`config.mk`:
```
export PLATFORM = sky130hd
export DESIGN_NAME = nixie_frame_loader
export DESIGN_NICKNAME = d
export VERILOG_FILES = /design/src/rtl/nixie_frame_loader.sv
export SDC_FILE = /design/constraint.sdc
export NUM_CORES = 1
export LEC_CHECK = 0
export BUFFER_PORTS_ARGS = -buffer_cell sky130_fd_sc_hd__buf_2
export CORE_MARGIN = 5
export CORE_UTILIZATION = 50
export DETAILED_ROUTE_END_ITERATION = 7
export PLACE_DENSITY = 0.82
export SETUP_SLACK_MARGIN = 0.4
export SYNTH_ARGS = -nofsm -noshare
export SYNTH_HDL_FRONTEND = slang
export SYNTH_SLANG_ARGS = --single-unit
```
`constraint.sdc`:
```
create_clock -name clk -period 4.8 [get_ports clk]
set_input_delay 0.96 -clock clk [delete_from_list [all_inputs] [get_ports clk]]
set_output_delay 0.96 -clock clk [all_outputs]
set_load 0.005 [all_outputs]
```
`src/rtl/nixie_frame_loader.sv`:
```
// nixie_frame_loader: shifts segment frames into the IN-14 driver's two
// register banks and drives the bank-select PWM and the tube enable.
module nixie_frame_loader #(
    parameter int FRAME_W        = 72,
    parameter int DIV            = 4,
    parameter int PWM_BITS       = 8,
    parameter bit BLANK_ON_SHIFT = 1'b1
) (
    input  logic                clk,
    input  logic                rst,
    input  logic [FRAME_W-1:0]  frame_data,
    input  logic                frame_bank,
    input  logic                frame_valid,
    output logic                frame_ready,
    input  logic [PWM_BITS-1:0] duty,
    input  logic                blank,
    output logic                busy,
    output logic                tube_clk,
    output logic                tube_data,
    output logic                tube_sel,
    output logic                tube_pwm,
    output logic                tube_en
);
    localparam int PH_W = $clog2(2 * DIV);
    localparam int BC_W = (FRAME_W > 1) ? $clog2(FRAME_W) : 1;
    localparam logic [PH_W-1:0] PH_HIGH  = PH_W'(DIV);
    localparam logic [PH_W-1:0] PH_LAST  = PH_W'(2 * DIV - 1);
    localparam logic [BC_W-1:0] BIT_LAST = BC_W'(FRAME_W - 1);

    typedef enum logic {
        IDLE,
        SHIFT
    } state_t;

    state_t              state;
    state_t              state_n;
    logic [PH_W-1:0]     ph;
    logic [PH_W-1:0]     ph_n;
    logic [BC_W-1:0]     bit_cnt;
    logic [BC_W-1:0]     bit_n;
    logic [FRAME_W-1:0]  sr;
    logic [FRAME_W-1:0]  sr_n;
    logic                sel_n;
    logic                shift_n;
    logic [PWM_BITS-1:0] cnt;
    logic [PWM_BITS-1:0] duty_q;

    // Ready is masked by rst so it reads 0 for the whole reset window.
    assign frame_ready = (state == IDLE) & ~rst;
    assign busy        = (state == SHIFT);
    assign shift_n     = (state_n == SHIFT);

    always_comb begin
        state_n = state;
        ph_n    = ph;
        bit_n   = bit_cnt;
        sr_n    = sr;
        sel_n   = tube_sel;
        unique case (state)
            IDLE: begin
                if (frame_valid) begin
                    state_n = SHIFT;
                    ph_n    = '0;
                    bit_n   = '0;
                    sr_n    = frame_data;
                    sel_n   = frame_bank;
                end
            end
            SHIFT: begin
                if (ph == PH_LAST) begin
                    ph_n  = '0;
                    sr_n  = sr << 1;
                    bit_n = bit_cnt + 1'b1;
                    if (bit_cnt == BIT_LAST) begin
                        state_n = IDLE;
                    end
                end else begin
                    ph_n = ph + 1'b1;
                end
            end
        endcase
    end

    // Pin outputs are registered from next-state values so they line up
    // with the state they describe and never glitch.
    always_ff @(posedge clk) begin
        if (rst) begin
            state     <= IDLE;
            ph        <= '0;
            bit_cnt   <= '0;
            sr        <= '0;
            tube_sel  <= 1'b0;
            tube_clk  <= 1'b0;
            tube_data <= 1'b0;
            tube_en   <= 1'b0;
        end else begin
            state     <= state_n;
            ph        <= ph_n;
            bit_cnt   <= bit_n;
            sr        <= sr_n;
            tube_sel  <= sel_n;
            tube_clk  <= shift_n & (ph_n >= PH_HIGH);
            tube_data <= shift_n & sr_n[FRAME_W-1];
            tube_en   <= ~blank & ~(BLANK_ON_SHIFT & shift_n);
        end
    end

    // Duty is only picked up at the wrap so a period is never cut short.
    always_ff @(posedge clk) begin
        if (rst) begin
            cnt      <= '0;
            duty_q   <= '0;
            tube_pwm <= 1'b0;
        end else begin
            cnt      <= cnt + 1'b1;
            tube_pwm <= (cnt < duty_q);
            if (cnt == '1) begin
                duty_q <= duty;
            end
        end
    end
endmodule

```
==> run summary, run 1 <==
Data on the critical path is required at its endpoint by 3.84 ns. Once the floorplan was initialized, standard cells occupied 51.24% of the core. The DRC violation count after routing came out at 0. The transition time of the tightest slew-check pin works out to 0.8575 ns.

The final max-slew violation count is 0, and the number of cell instances on the worst register-to-register path is 5. The kind of launch point of the worst setup path is an input pin. The routed length per instance is 14.44 µm.

Headroom to the max-slew limit came out at 42.83%. After synthesis, the cell types taking the most area are dfxtp_1 47%, o22ai_1 9.1%, nor2_1 6.8%. The worst register-to-register path begins at ph[0]$_SDFF_PP0_.

The number of flops mapped to enable cells by yosys was 0. The CTS clock-pin slew for the worst setup and hold paths is 0.09 ns, and the row count is 34. The number of distinct library cells after synthesis came out at 43. In the routed layout, each cell is associated on average with a via count of 5.547. Counting every instance in the synthesized netlist gives 488. The tools report the number of nets in the final layout as 647. The most used flip-flop cell after synthesis is dfxtp_1. The critical path endpoint category is an output port. When the netlist entered floorplanning its net count stood at 584. Peak supply drop: 155.3 µV. The tools report the worst setup path endpoint as frame_ready. The placeable core area was 0.008678 mm². The final critical-path share of the clock period works out to 53.56%. The worst min-delay path class was flop to flop. Setup violations remaining at the end of the flow were counted as 0. The run gives 0 as the number of antenna violations at the first check in global routing. In this run the most critical hold path is launched from tube_sel$_SDFFE_PP0P_. The floorplan step defined a die boundary enclosing 0.01088 mm².

The tools report the data arrival time at the worst-slack endpoint as 1.61 ns. The via count of the first global-routing pass came out at 3663. The total negative slack was 0 ns. Of the post-synthesis cell area, the dominant cell type holds 46.82%. The power density over cell area is 330.4 mW/mm².

The tools report the maximum achievable frequency as 389.0 MHz. Max-cap violations in this run came to 0. In the post-synthesis netlist, the cell with the most instances is dfxtp_1.

The mapped netlist covers 0.004447 mm². The H-tree generated during clock tree synthesis spans 3 levels. In this run the count of I/O pins placed on the die edge is 92. Setup repair after global routing left no endpoint under its margin.

For this block, the routed nets add up to 9.588 mm of wire. The synthesized design spends more area on one cell type than any other, namely dfxtp_1. The floorplan step set the die width to 104.3 µm. After synthesis, the share of flip-flops with an asynchronous set or reset is 0%.

Across the routed clock network, the largest skew measured is 0.01035 ns. The worst reg-to-reg setup slack was 2.42 ns; the combined global-route utilization of all metal layers was 17.38%. The first TritonRoute pass finished after 4 iterations. From synthesis to final layout, the design area changed by 11.99%. The worst register-to-register path ends at bit_cnt[5]$_SDFFE_PP0P_. A synthesized cell averages 9.112 µm². The most critical setup path has its startpoint at rst.

In this run the post-CTS setup repair buffer count came out at 0. The first global-routing pass estimated 16.12 mm of wire. The tree built by TritonCTS fans out to 104 sinks. The run gives 0 as the number of antenna diodes. The post-route netlist has 25.54% of its cells at a drive strength greater than 1. The count of nets left with antenna violations once routing finished came out at 0. The height of the chip was 104.3 µm. The clock period could shrink to 2.571 ns. The later pin in the worst-skew pair is clocked with a latency of 0.36 ns.

The run gives 46.82% as the sequential area share after synthesis. The critical path is of the input pin to output port type. The buffer type at the clock tree root was clkbuf_8.

At the end of routability-driven placement, the weighted congestion stood at 0.7836. The detailed router finished its first iteration with 212 violations. The post-synthesis register bit count was 104; the number of buffer cells added on primary ports was 91. The total half-perimeter wirelength after legalization and detailed placement was 6.354 mm; the maximum number of pins on one net before global-route repair was 78. The run gives 3683 as the vias after detailed routing.

The leakage power is 1.984 nW. TritonCTS built the clock tree. The number of gates resized after CTS was 0.

The flow ran to the end, and the final reports show no timing, DRC or antenna violations. For this run, the number of Yosys warnings is 0. The final-report hold violation count was 0. After clock tree synthesis, the flow added hold-fix buffers numbering 0. Counting the buffers created by CTS gives 9.

After global routing the overflow that remains totals 0. Overall power consumption after layout is estimated at 0.001645 W. Of all nets on the critical path, the largest fanout is 47. In this run the deepest clock path goes through 2 buffers.

By count the netlist is led by 104 x dfxtp_1, 80 x nor2_1, 65 x o22ai_1.
## cells in the final DEF, fill, tap and decap left out, drive strengths merged, types with 2 or more instances in the layout
master / Yosys / layout
a211oi: 2 / 2
a21oi: 13 / 13
a22oi: 2 / 2
buf: 28 / 92
clkbuf: 12 / 11
clkinvlp: 0 / 2
dfxtp: 104 / 104
ha: 11 / 11
inv: 9 / 11
mux2: 2 / 2
mux2i: 11 / 11
nand2: 9 / 9
nand2b: 17 / 17
nand3: 9 / 9
nand4: 2 / 2
nor2: 82 / 82
nor2b: 5 / 5
nor3: 72 / 72
o211ai: 4 / 4
o21ai: 5 / 5
o22ai: 70 / 70
or3: 6 / 6
xor2: 2 / 2
## power by group
group / internal, W / switching (W)
Combinational: 0.0000884 / 0.000103
Clock: 0.000208 / 0.000299
Sequential: 0.000915 / 0.0000316
Total: 0.00121 / 0.000434
## flip-flops by register name (all words and copies together) (netlist names)
name       cells
sr            72
cnt            8
duty_q         8
bit_cnt        7
ph             3
busy           1
tube_clk       1
tube_data      1
tube_en        1
tube_pwm       1
tube_sel       1
## per-stage QoR
| stage | hold slack (ns) | util [%] | instances | area, µm² | setup WS [ns] |
|---|---|---|---|---|---|
| after floorplan | 0.4301 | - | 488 | 4447 | 2.255 |
| after global placement | 0.4461 | 55.29 | 648 | 4798 | 2.243 |
| after detailed placement | 0.4522 | 55.29 | 648 | 4798 | 2.243 |
| after CTS | 0.4651 | 57.38 | 664 | 4980 | 2.247 |
| after global routing | 0.4869 | 57.38 | 664 | 4980 | 2.198 |
| final | 0.4627 | 57.38 | 664 | 4980 | 2.229 |
## worst max-delay path, cell delays in order
cell and delay, ns:
buf_4 0.40, nor2_1 0.07, buf_2 0.15
## cell type report
class                   instances  area [µm²]
clock buffers                  11       141.4
clock inverters                 5       40.04
fillers                       785        3699
inverters                       9       33.78
multi-input cells             335        2082
flip-flops and latches        104        2082
well taps                     108       135.1
repair buffers                 92       465.4
## logic make-up (layout without fill, tap and decap cells)
family / count (synthesis) / in the layout / share of synthesized area (%)
buffers and inverters: 49 / 117 / 6.359
AOI/OAI and AO/OA: 101 / 101 / 15.05
muxes: 13 / 13 / 3.152
xor gates and xnor gates: 3 / 3 / 0.5910
adders and majority gates: 11 / 11 / 3.095
and+or+nand+nor: 207 / 207 / 24.93
DFF: 104 / 104 / 46.82
## worst min path at each step
stage,cells past startpoint,endpoint
2_1_floorplan,1,cnt[0]$_SDFF_PP0_
3_3_place_gp,2,tube_sel$_SDFFE_PP0P_
3_5_place_dp,2,tube_sel$_SDFFE_PP0P_
4_1_cts,2,tube_sel$_SDFFE_PP0P_
5_1_grt,2,tube_sel$_SDFFE_PP0P_
6_report,2,tube_sel$_SDFFE_PP0P_
## metal layers
metal | vias up | wire (µm) | global-route usage [%]
met5 | - | 0 | 0
met4 | 0 | 121 | 6.013
met3 | 10 | 523 | 4.407
met2 | 88 | 4553 | 29.46
met1 | 1713 | 4390 | 21.31
li1 | 1872 | - | -
Power figures use the tool's default switching activity.
==> inputs of run 2 (changes only) <==
--- a/config.mk
+++ b/config.mk
@@ -7,9 +7,9 @@
 export LEC_CHECK = 0
 export BUFFER_PORTS_ARGS = -buffer_cell sky130_fd_sc_hd__buf_2
 export CORE_MARGIN = 5
-export CORE_UTILIZATION = 50
+export CORE_UTILIZATION = 49
 export DETAILED_ROUTE_END_ITERATION = 7
-export PLACE_DENSITY = 0.82
+export PLACE_DENSITY = 0.83
 export SETUP_SLACK_MARGIN = 0.4
 export SYNTH_ARGS = -nofsm -noshare
 export SYNTH_HDL_FRONTEND = slang
==> constraint.sdc (replaced) <==
create_clock -name clk -period 2.1 [get_ports clk]
set_input_delay 0.42 -clock clk [delete_from_list [all_inputs] [get_ports clk]]
set_output_delay 0.42 -clock clk [all_outputs]
set_load 0.005 [all_outputs]
==> run 2 against run 1 <==
  * Largest cell class is now multi-input gates
  * Flip-flop and latch count stayed put
  * Worst setup slack worse by 1.8 ns
  * Non-clock buffer count is 8 higher
  * Critical endpoint is now bit_cnt[5]$_SDFFE_PP0P_
  * Global-route usage is 0.20 points higher
==> run summary, run 2 (same netlist as run 1, synthesis figures left out) <==
The count of maximum capacitance violations was 0; the peak supply drop was 413.1 µV. The critical path ends at bit_cnt[5]$_SDFFE_PP0P_. The via count of the first global-routing pass came out at 3554. The final critical-path share of the clock period came out at 78.26%. The run gives 0 as the number of hold buffers added after cts.

The library cell used most frequently in the layout, excluding fill and tap cells, is dfxtp_1. The initial utilization of the core area, before any placement, comes to 50.74%. Dividing total power by cell area gives a power density of 728.3 mW/mm². The run gives 0.002132 mm² as the area used by multi-input combinational logic.

In the final layout, the registers with the most flip-flops are sr: 72 flops, cnt: 8 flops, duty_q: 8 flops. The worst setup path is captured at a flop. At the pin with the least slew margin, the transition time is 0.5608 ns.

In this run, CTS created clock tree buffers numbering 9. TritonCTS built the clock tree. The number of iterations in the first detailed-routing pass came out at 5.

In the layout the commonest cells are 100 x dfxtp_1, 90 x buf_2, 80 x nor2_1. The data arrival time at the worst-slack endpoint was 1.93 ns; the routability congestion estimate from global placement was 0.7827. On the final layout, the worst clock skew is 0.01202 ns.

The run gives 0 as the number of nets still failing antenna checks after routing. Counting flops per register, the top entry is sr. For this design, the sink count on the clock tree is 104.

In the final layout, the share of cells above drive strength 1 is 28.19%. For this run, design rule violations remaining after detail routing come to 0. The first global-routing pass estimated 16.46 mm of wire. The launch point of the worst reg-to-reg path was ph[0]$_SDFF_PP0_. Measured in cells, the most critical reg-to-reg path has a length of 5.

The number of antenna violations at the first check in global routing is 0, and the maximum clock path buffer count is 2. The final max-slew violation count is 0. The tools report the maximum achievable frequency as 608.5 MHz. Setup repair after global routing could not meet its margin everywhere. In this run the tightest slew margin relative to its limit is 62.09%.

The logs give 0 for the number of antenna diodes and 0 for the final global-route overflow total. In the global route stage, overall resource usage came out at 17.58%. The path class of the tightest hold or removal check is input pin to flop. In the final layout, flip-flops and latches occupy 0.002087 mm². Of all nets on the critical path, the largest fanout is 21. The run gives 656 as the number of nets in the final layout. In this run the critical register-to-register path is captured at bit_cnt[5]$_SDFFE_PP0P_. The slowest stage of the critical path belongs to the cell or4_1.

The detailed router finished its first iteration with 289 violations. The register with the most flip-flops in the layout has 72 of them. For the number of cells after detailed placement, the log shows 653.

The worst path needs 1.643 ns of the cycle, external delays included. The tools report the final-report hold violation count as 0. Clock-pin slew was measured on the worst setup and hold paths at 0.09 ns. Adding up every negative setup slack in the final design gives 0 ns. The vias after detailed routing is 3829, and the number of top-level design ports is 92. Post-synthesis to final-layout area growth: 16.18%. Entering global routing, the biggest net connects 76 pins.

The row count is 34. The logs give 0.46 ns for the worst reg-to-reg setup slack and 2.042 nW for the leakage power. STA puts the critical path data required time at 2.38 ns. Detailed placement ended at an HPWL of 6.701 mm.

The critical path starts at ph[0]$_SDFF_PP0_. For this block, the routed nets add up to 10.45 mm of wire. At the later pin of the worst-skew pair, clock insertion delay measures 0.36 ns. Setup violations remaining at the end of the flow were counted as 0. The total number of H-tree levels came out at 3.

The die is 105.3 µm wide. The die area is 0.01108 mm². Counting the fill cells in the layout gives 782. The worst setup path is of the flop to flop kind. The floorplan step defined a core boundary enclosing 0.008763 mm². The largest incremental delay on the critical path works out to 0.54 ns. STA classifies the critical path startpoint as a flop.

The post-detailed-route via-to-cell ratio came out at 5.698. The height of the chip was 105.3 µm. Traced cell by cell, the critical path runs through ha_2, ha_4, nand2_8, or4_1, a21oi_1.

The flow ran to the end, and the final reports show no timing, DRC or antenna violations. Dividing the detail-routed wire length by the instance count gives 15.54 µm. The buffer type at the clock tree root is clkbuf_8.

Leaving out filler cells and counting taps, the final layout contains 672. Number of buffer cells added on primary ports: 91.
run 2: cell types whose count changed in the layout (fill, tap and decap cells not counted), sizes merged:
cell and delta:
inv +1, buf +7, mux2 +1, clkbuf -1
run 2: timing repair:
action / in CTS / in global routing
resized for setup: 7 / 7
pin swaps: 0 / 1
buffers inserted: 1 / 1
setup endpoints to repair: 41 / 21
gates cloned: 1 / 1
run 2: how the worst min path moves through the flow:
stage                               start                    end  slack [ns]  cells past startpoint
global route                        blank     tube_en$_SDFF_PP0_        0.21                      2
finish                              blank     tube_en$_SDFF_PP0_        0.21                      2
detailed placement  tube_sel$_SDFFE_PP0P_  tube_sel$_SDFFE_PP0P_        0.46                      2
floorplan               cnt[0]$_SDFF_PP0_      cnt[0]$_SDFF_PP0_        0.43                      1
global placement    tube_sel$_SDFFE_PP0P_  tube_sel$_SDFFE_PP0P_        0.44                      2
CTS                                 blank     tube_en$_SDFF_PP0_        0.19                      2
run 2: layout make-up:
cell class / instances / area share [%]
clock buffers: 9 / 2.398
clock inverters: 6 / 0.9688
inverters: 9 / 0.6539
multi-input cells: 336 / 41.27
flip-flops and latches: 104 / 40.40
well taps: 108 / 2.616
repair buffers: 100 / 11.70
run 2: stage by stage:
step / util, % / instance area (µm²) / hold WS [ns] / total power (W) / setup WS [ns]
2_1_floorplan: - / 4447 / 0.4301 / 0.002520 / 0.4568
3_3_place_gp: 55.75 / 4886 / 0.4403 / 0.002640 / 0.4103
3_5_place_dp: 55.75 / 4886 / 0.4593 / 0.002661 / 0.3374
4_1_cts: 58.22 / 5102 / 0.1933 / 0.003789 / 0.4187
5_1_grt: 58.95 / 5166 / 0.2123 / 0.003948 / 0.3882
6_report: 58.95 / 5166 / 0.2133 / 0.003763 / 0.4565
run 2: worst max-delay path: cells and delay by family (launching register included):
kind | cells | cell delay (ns)
AO/OA/AOI/OAI | 1 | 0.17
adder cells (fa/ha/maj) | 2 | 0.38
flip-flops | 1 | 0.35
AND/OR/NAND/NOR | 2 | 0.68
run 2: power breakdown:
group | total, W | switching [W] | leakage [nW] | internal (W)
Clock | 0.00113 | 0.000694 | 0.0827 | 0.000440
Sequential | 0.00216 | 0.0000710 | 0.857 | 0.00209
Combinational | 0.000465 | 0.000247 | 1.10 | 0.000218
run 2: per-layer routing:
layer | global-route usage, % | share of wire [%]
met3 | 3.973 | 6.3
met4 | 6.119 | 0.98
met1 | 23.83 | 45
met2 | 27.61 | 48
met5 | 0 | 0
==> inputs of run 3 (changes only) <==
==> constraint.sdc (replaced) <==
create_clock -name clk -period 1.35 [get_ports clk]
set_input_delay 0.27 -clock clk [delete_from_list [all_inputs] [get_ports clk]]
set_output_delay 0.27 -clock clk [all_outputs]
set_load 0.005 [all_outputs]
==> run 3 against run 2 <==
  * The flow now finishes with violations (negative setup slack)
  * Combinational power is 100% higher
  * Worst setup slack worse by 0.64 ns
  * Sequential share of layout area is 4.8 points lower
  * Maximum frequency is 7.4% higher
  * Largest cell class unchanged
  * Highest routed layer is now met5
  * Critical path depth is 1 higher
  * Critical path type unchanged
  * Flip-flop and latch count stayed put
  * Via count is 3.9% higher
  * Worst hold slack worse by 0.15 ns
==> run summary, run 3 (same netlist as run 1, synthesis figures left out) <==
The flow ran to the end, but the final reports show violations. The final reports fail on negative setup slack. The tree is rooted in a clkbuf_8. In the global route stage, met1 resource usage came out at 24.30%.

The worst min-delay path class was input pin to flop. The tools report the number of antenna violations at the first check in global routing as 2. The tools report the area used by multi-input combinational logic as 0.002416 mm².

The floorplan step defined a die boundary enclosing 0.01108 mm². The net switching share of the total power is 26.10%. Wires add up to 11.34 mm.

For this run, design rule violations remaining after detail routing come to 0. The starting density of the core is 50.74%, and the power share of the combinational group is 15.2%. Leaving out fill and tap cells, the most frequent cells in the layout are 93 x dfxtp_1, 89 x buf_2, 62 x o22ai_1. The number of nets in the final layout was 692; the total number of H-tree levels was 3. Entering global routing, the biggest net connects 49 pins. The final-report hold violation count is 0, and the data required time at the worst endpoint is 1.59 ns. In this run the tightest slew margin relative to its limit is 68.56%. The tools report the leakage power as 2.345 nW. The data arrival time at the worst-slack endpoint came out at 1.78 ns. The kind of cell with the highest combined delay along the critical path is adder cells. The tools report the sequential cell area in the final layout as 0.002101 mm².

The core region is 0.008763 mm². The area growth from synthesis to layout is 32.89%. The buffer and inverter count on the worst path was 1; the row count was 34. From left edge to right edge, the die measures 105.3 µm.

The total half-perimeter wirelength after legalization and detailed placement is 7.237 mm, and the largest incremental delay on the critical path is 0.34 ns. In this run the worst path has a maximum fanout of 27. CTS clock-pin slew for the worst setup and hold paths: 0.10 ns. Dividing the detail-routed via count by the number of cells gives 5.611. The first global-routing pass estimated 18.14 mm of wire. The minimum setup slack in the final design came out at -0.1807 ns. Counting the fill cells in the layout gives 698.

Buffers placed on the I/O ports in this run total 91. Shortest period the worst path allows: 1.531 ns. Setup repair after global routing could not meet its margin everywhere. Clock latency on the worst-skew pair, taken at its later pin, is 0.36 ns.

On the final layout, the worst clock skew is 0.01047 ns. The routability congestion estimate from global placement is 0.7935, and the total clock sinks is 104. The count of nets left with antenna violations once routing finished came out at 0. In this run, CTS created clock tree buffers numbering 9. For met2 alone, demand over resource in global routing was 32.89%. Transition time of the tightest slew-check pin: 0.4716 ns. The kind of launch point of the worst setup path is a flop. The height of the chip is 105.3 µm, and the part of the total power dissipated in the clock network is 29.8%. In the global route stage, met3 resource usage came out at 4.890%. The tools report the total negative slack as -8.060 ns. Summed over all nets, the switching power comes to 0.001607 W. Traced cell by cell, the critical path runs through ha_4, ha_4, mux2_4, buf_12, nor2_2, nor3_1. The register with the most flip-flops in the layout has 72 of them. In this design, the critical path's most frequently occurring cell is ha_4.

The tools report the internal power contribution as 0.004550 W. The largest registers in the layout are sr: 72 flops, cnt: 8 flops, duty_q: 8 flops. In this run the count of I/O pins placed on the die edge is 92.

Dividing the final minimum period by the clock period gives 113.4%. The combined global-route utilization of all metal layers is 19.34%. For the count of maximum capacitance violations, the log shows 0. The startpoint-to-endpoint class of the critical path is flop to flop.

For the vias after detailed routing, the log shows 3978. The first detailed-routing pass ran for 4 iterations. The via count of the first global-routing pass is 3936, and the power density over cell area is 1042 mW/mm². The worst-path cell with the longest stage delay was dfxtp_2.

The post-placement worst setup slack was -0.1329 ns; the peak supply drop was 750.6 µV. The most flop-heavy register is sr. For this block, the initial DRC count from the detailed router was 184. The worst setup path is captured at a flop. No sink is reached through more buffers than the 2 on the longest clock path. Of the cells placed in the final design, the portion with a size suffix greater than 1 is 41.93%. In this run, flip-flops and latches consume 55.1% of the power. Derived from the worst setup path, the maximum achievable clock frequency is 653.3 MHz. The commonest non-fill, non-tap cell in the layout was dfxtp_1.

The layer flagged by global routing as most heavily used is met2. Final max-slew violation count: 0. After global routing the overflow that remains totals 0.

Setup violations remaining at the end of the flow were counted as 76. The repair_antennas step left the layout with diodes totalling 0. Routed length per instance: 16.00 µm. TritonCTS built the clock tree.
-- run 3: cell count changes in the layout (fill, tap and decap cells not counted), moves of 6 or more --
cell and delta:
nor2_1 -30, buf_6 +11, dfxtp_1 -7, nor2_2 +16
nor2_4 +14, buf_12 +6, buf_4 +19
-- run 3: metrics by stage --
step / hold WS (ns) / area (µm²) / power (W) / utilization, % / instances
final: 0.06550 / 5909 / 0.006157 / 67.43 / 709
after floorplan: 0.3468 / 4718 / 0.004019 / - / 488
after global placement: 0.4339 / 5304 / 0.004222 / 60.52 / 674
after global routing: 0.05639 / 5909 / 0.006435 / 67.43 / 709
after CTS: 0.04874 / 5713 / 0.006139 / 65.19 / 701
after detailed placement: 0.4397 / 5304 / 0.004265 / 60.52 / 674
-- run 3: path summary, 6_finish.rpt --
path | from | endpoint | slack (ns) | cells past startpoint
worst max register to register | ph[0]$_SDFF_PP0_ | sr[10]$_SDFFE_PP0P_ | -0.18 | 6
worst min register to register | duty_q[7]$_SDFFE_PP0N_ | duty_q[7]$_SDFFE_PP0N_ | 0.48 | 2
worst min-delay path | blank | tube_en$_SDFF_PP0_ | 0.07 | 2
worst max-delay path | ph[0]$_SDFF_PP0_ | sr[10]$_SDFFE_PP0P_ | -0.18 | 6
-- run 3: layer usage --
layer | share of wire, % | wire [µm] | vias up
met1 | 42 | 4714 | 1872
met3 | 5.7 | 648 | 22
li1 | - | - | 1970
met4 | 1.6 | 187 | 4
met5 | 0.20 | 23 | -
met2 | 51 | 5770 | 110
-- run 3: timing repair --
action / in CTS / in global routing
pin swaps: 10 / 9
hold buffers: 0 / 0
endpoints found under the hold margin: 0 / 0
gates resized for setup: 22 / 27
cloned: 2 / 2
setup buffers: 9 / 6
setup endpoints to repair: 108 / 109
-- run 3: power by group through the flow --
stage	clock, W	combinational [W]	sequential (W)
floorplan	0	0.000591	0.00343
global placement	0	0.000779	0.00344
detailed placement	0	0.000811	0.00345
CTS	0.00188	0.000876	0.00338
global route	0.00200	0.00103	0.00341
finish	0.00183	0.000933	0.00339
-- run 3: area by class of cell --
cell class / instances / share of cell area [%]
Clock inverter: 2 / 0.2117
Inverter: 9 / 0.5717
Multi-Input combinational cell: 335 / 40.89
Clock buffer: 14 / 2.922
Sequential cell: 104 / 35.55
Tap cell: 108 / 2.287
Timing Repair Buffer: 137 / 17.57
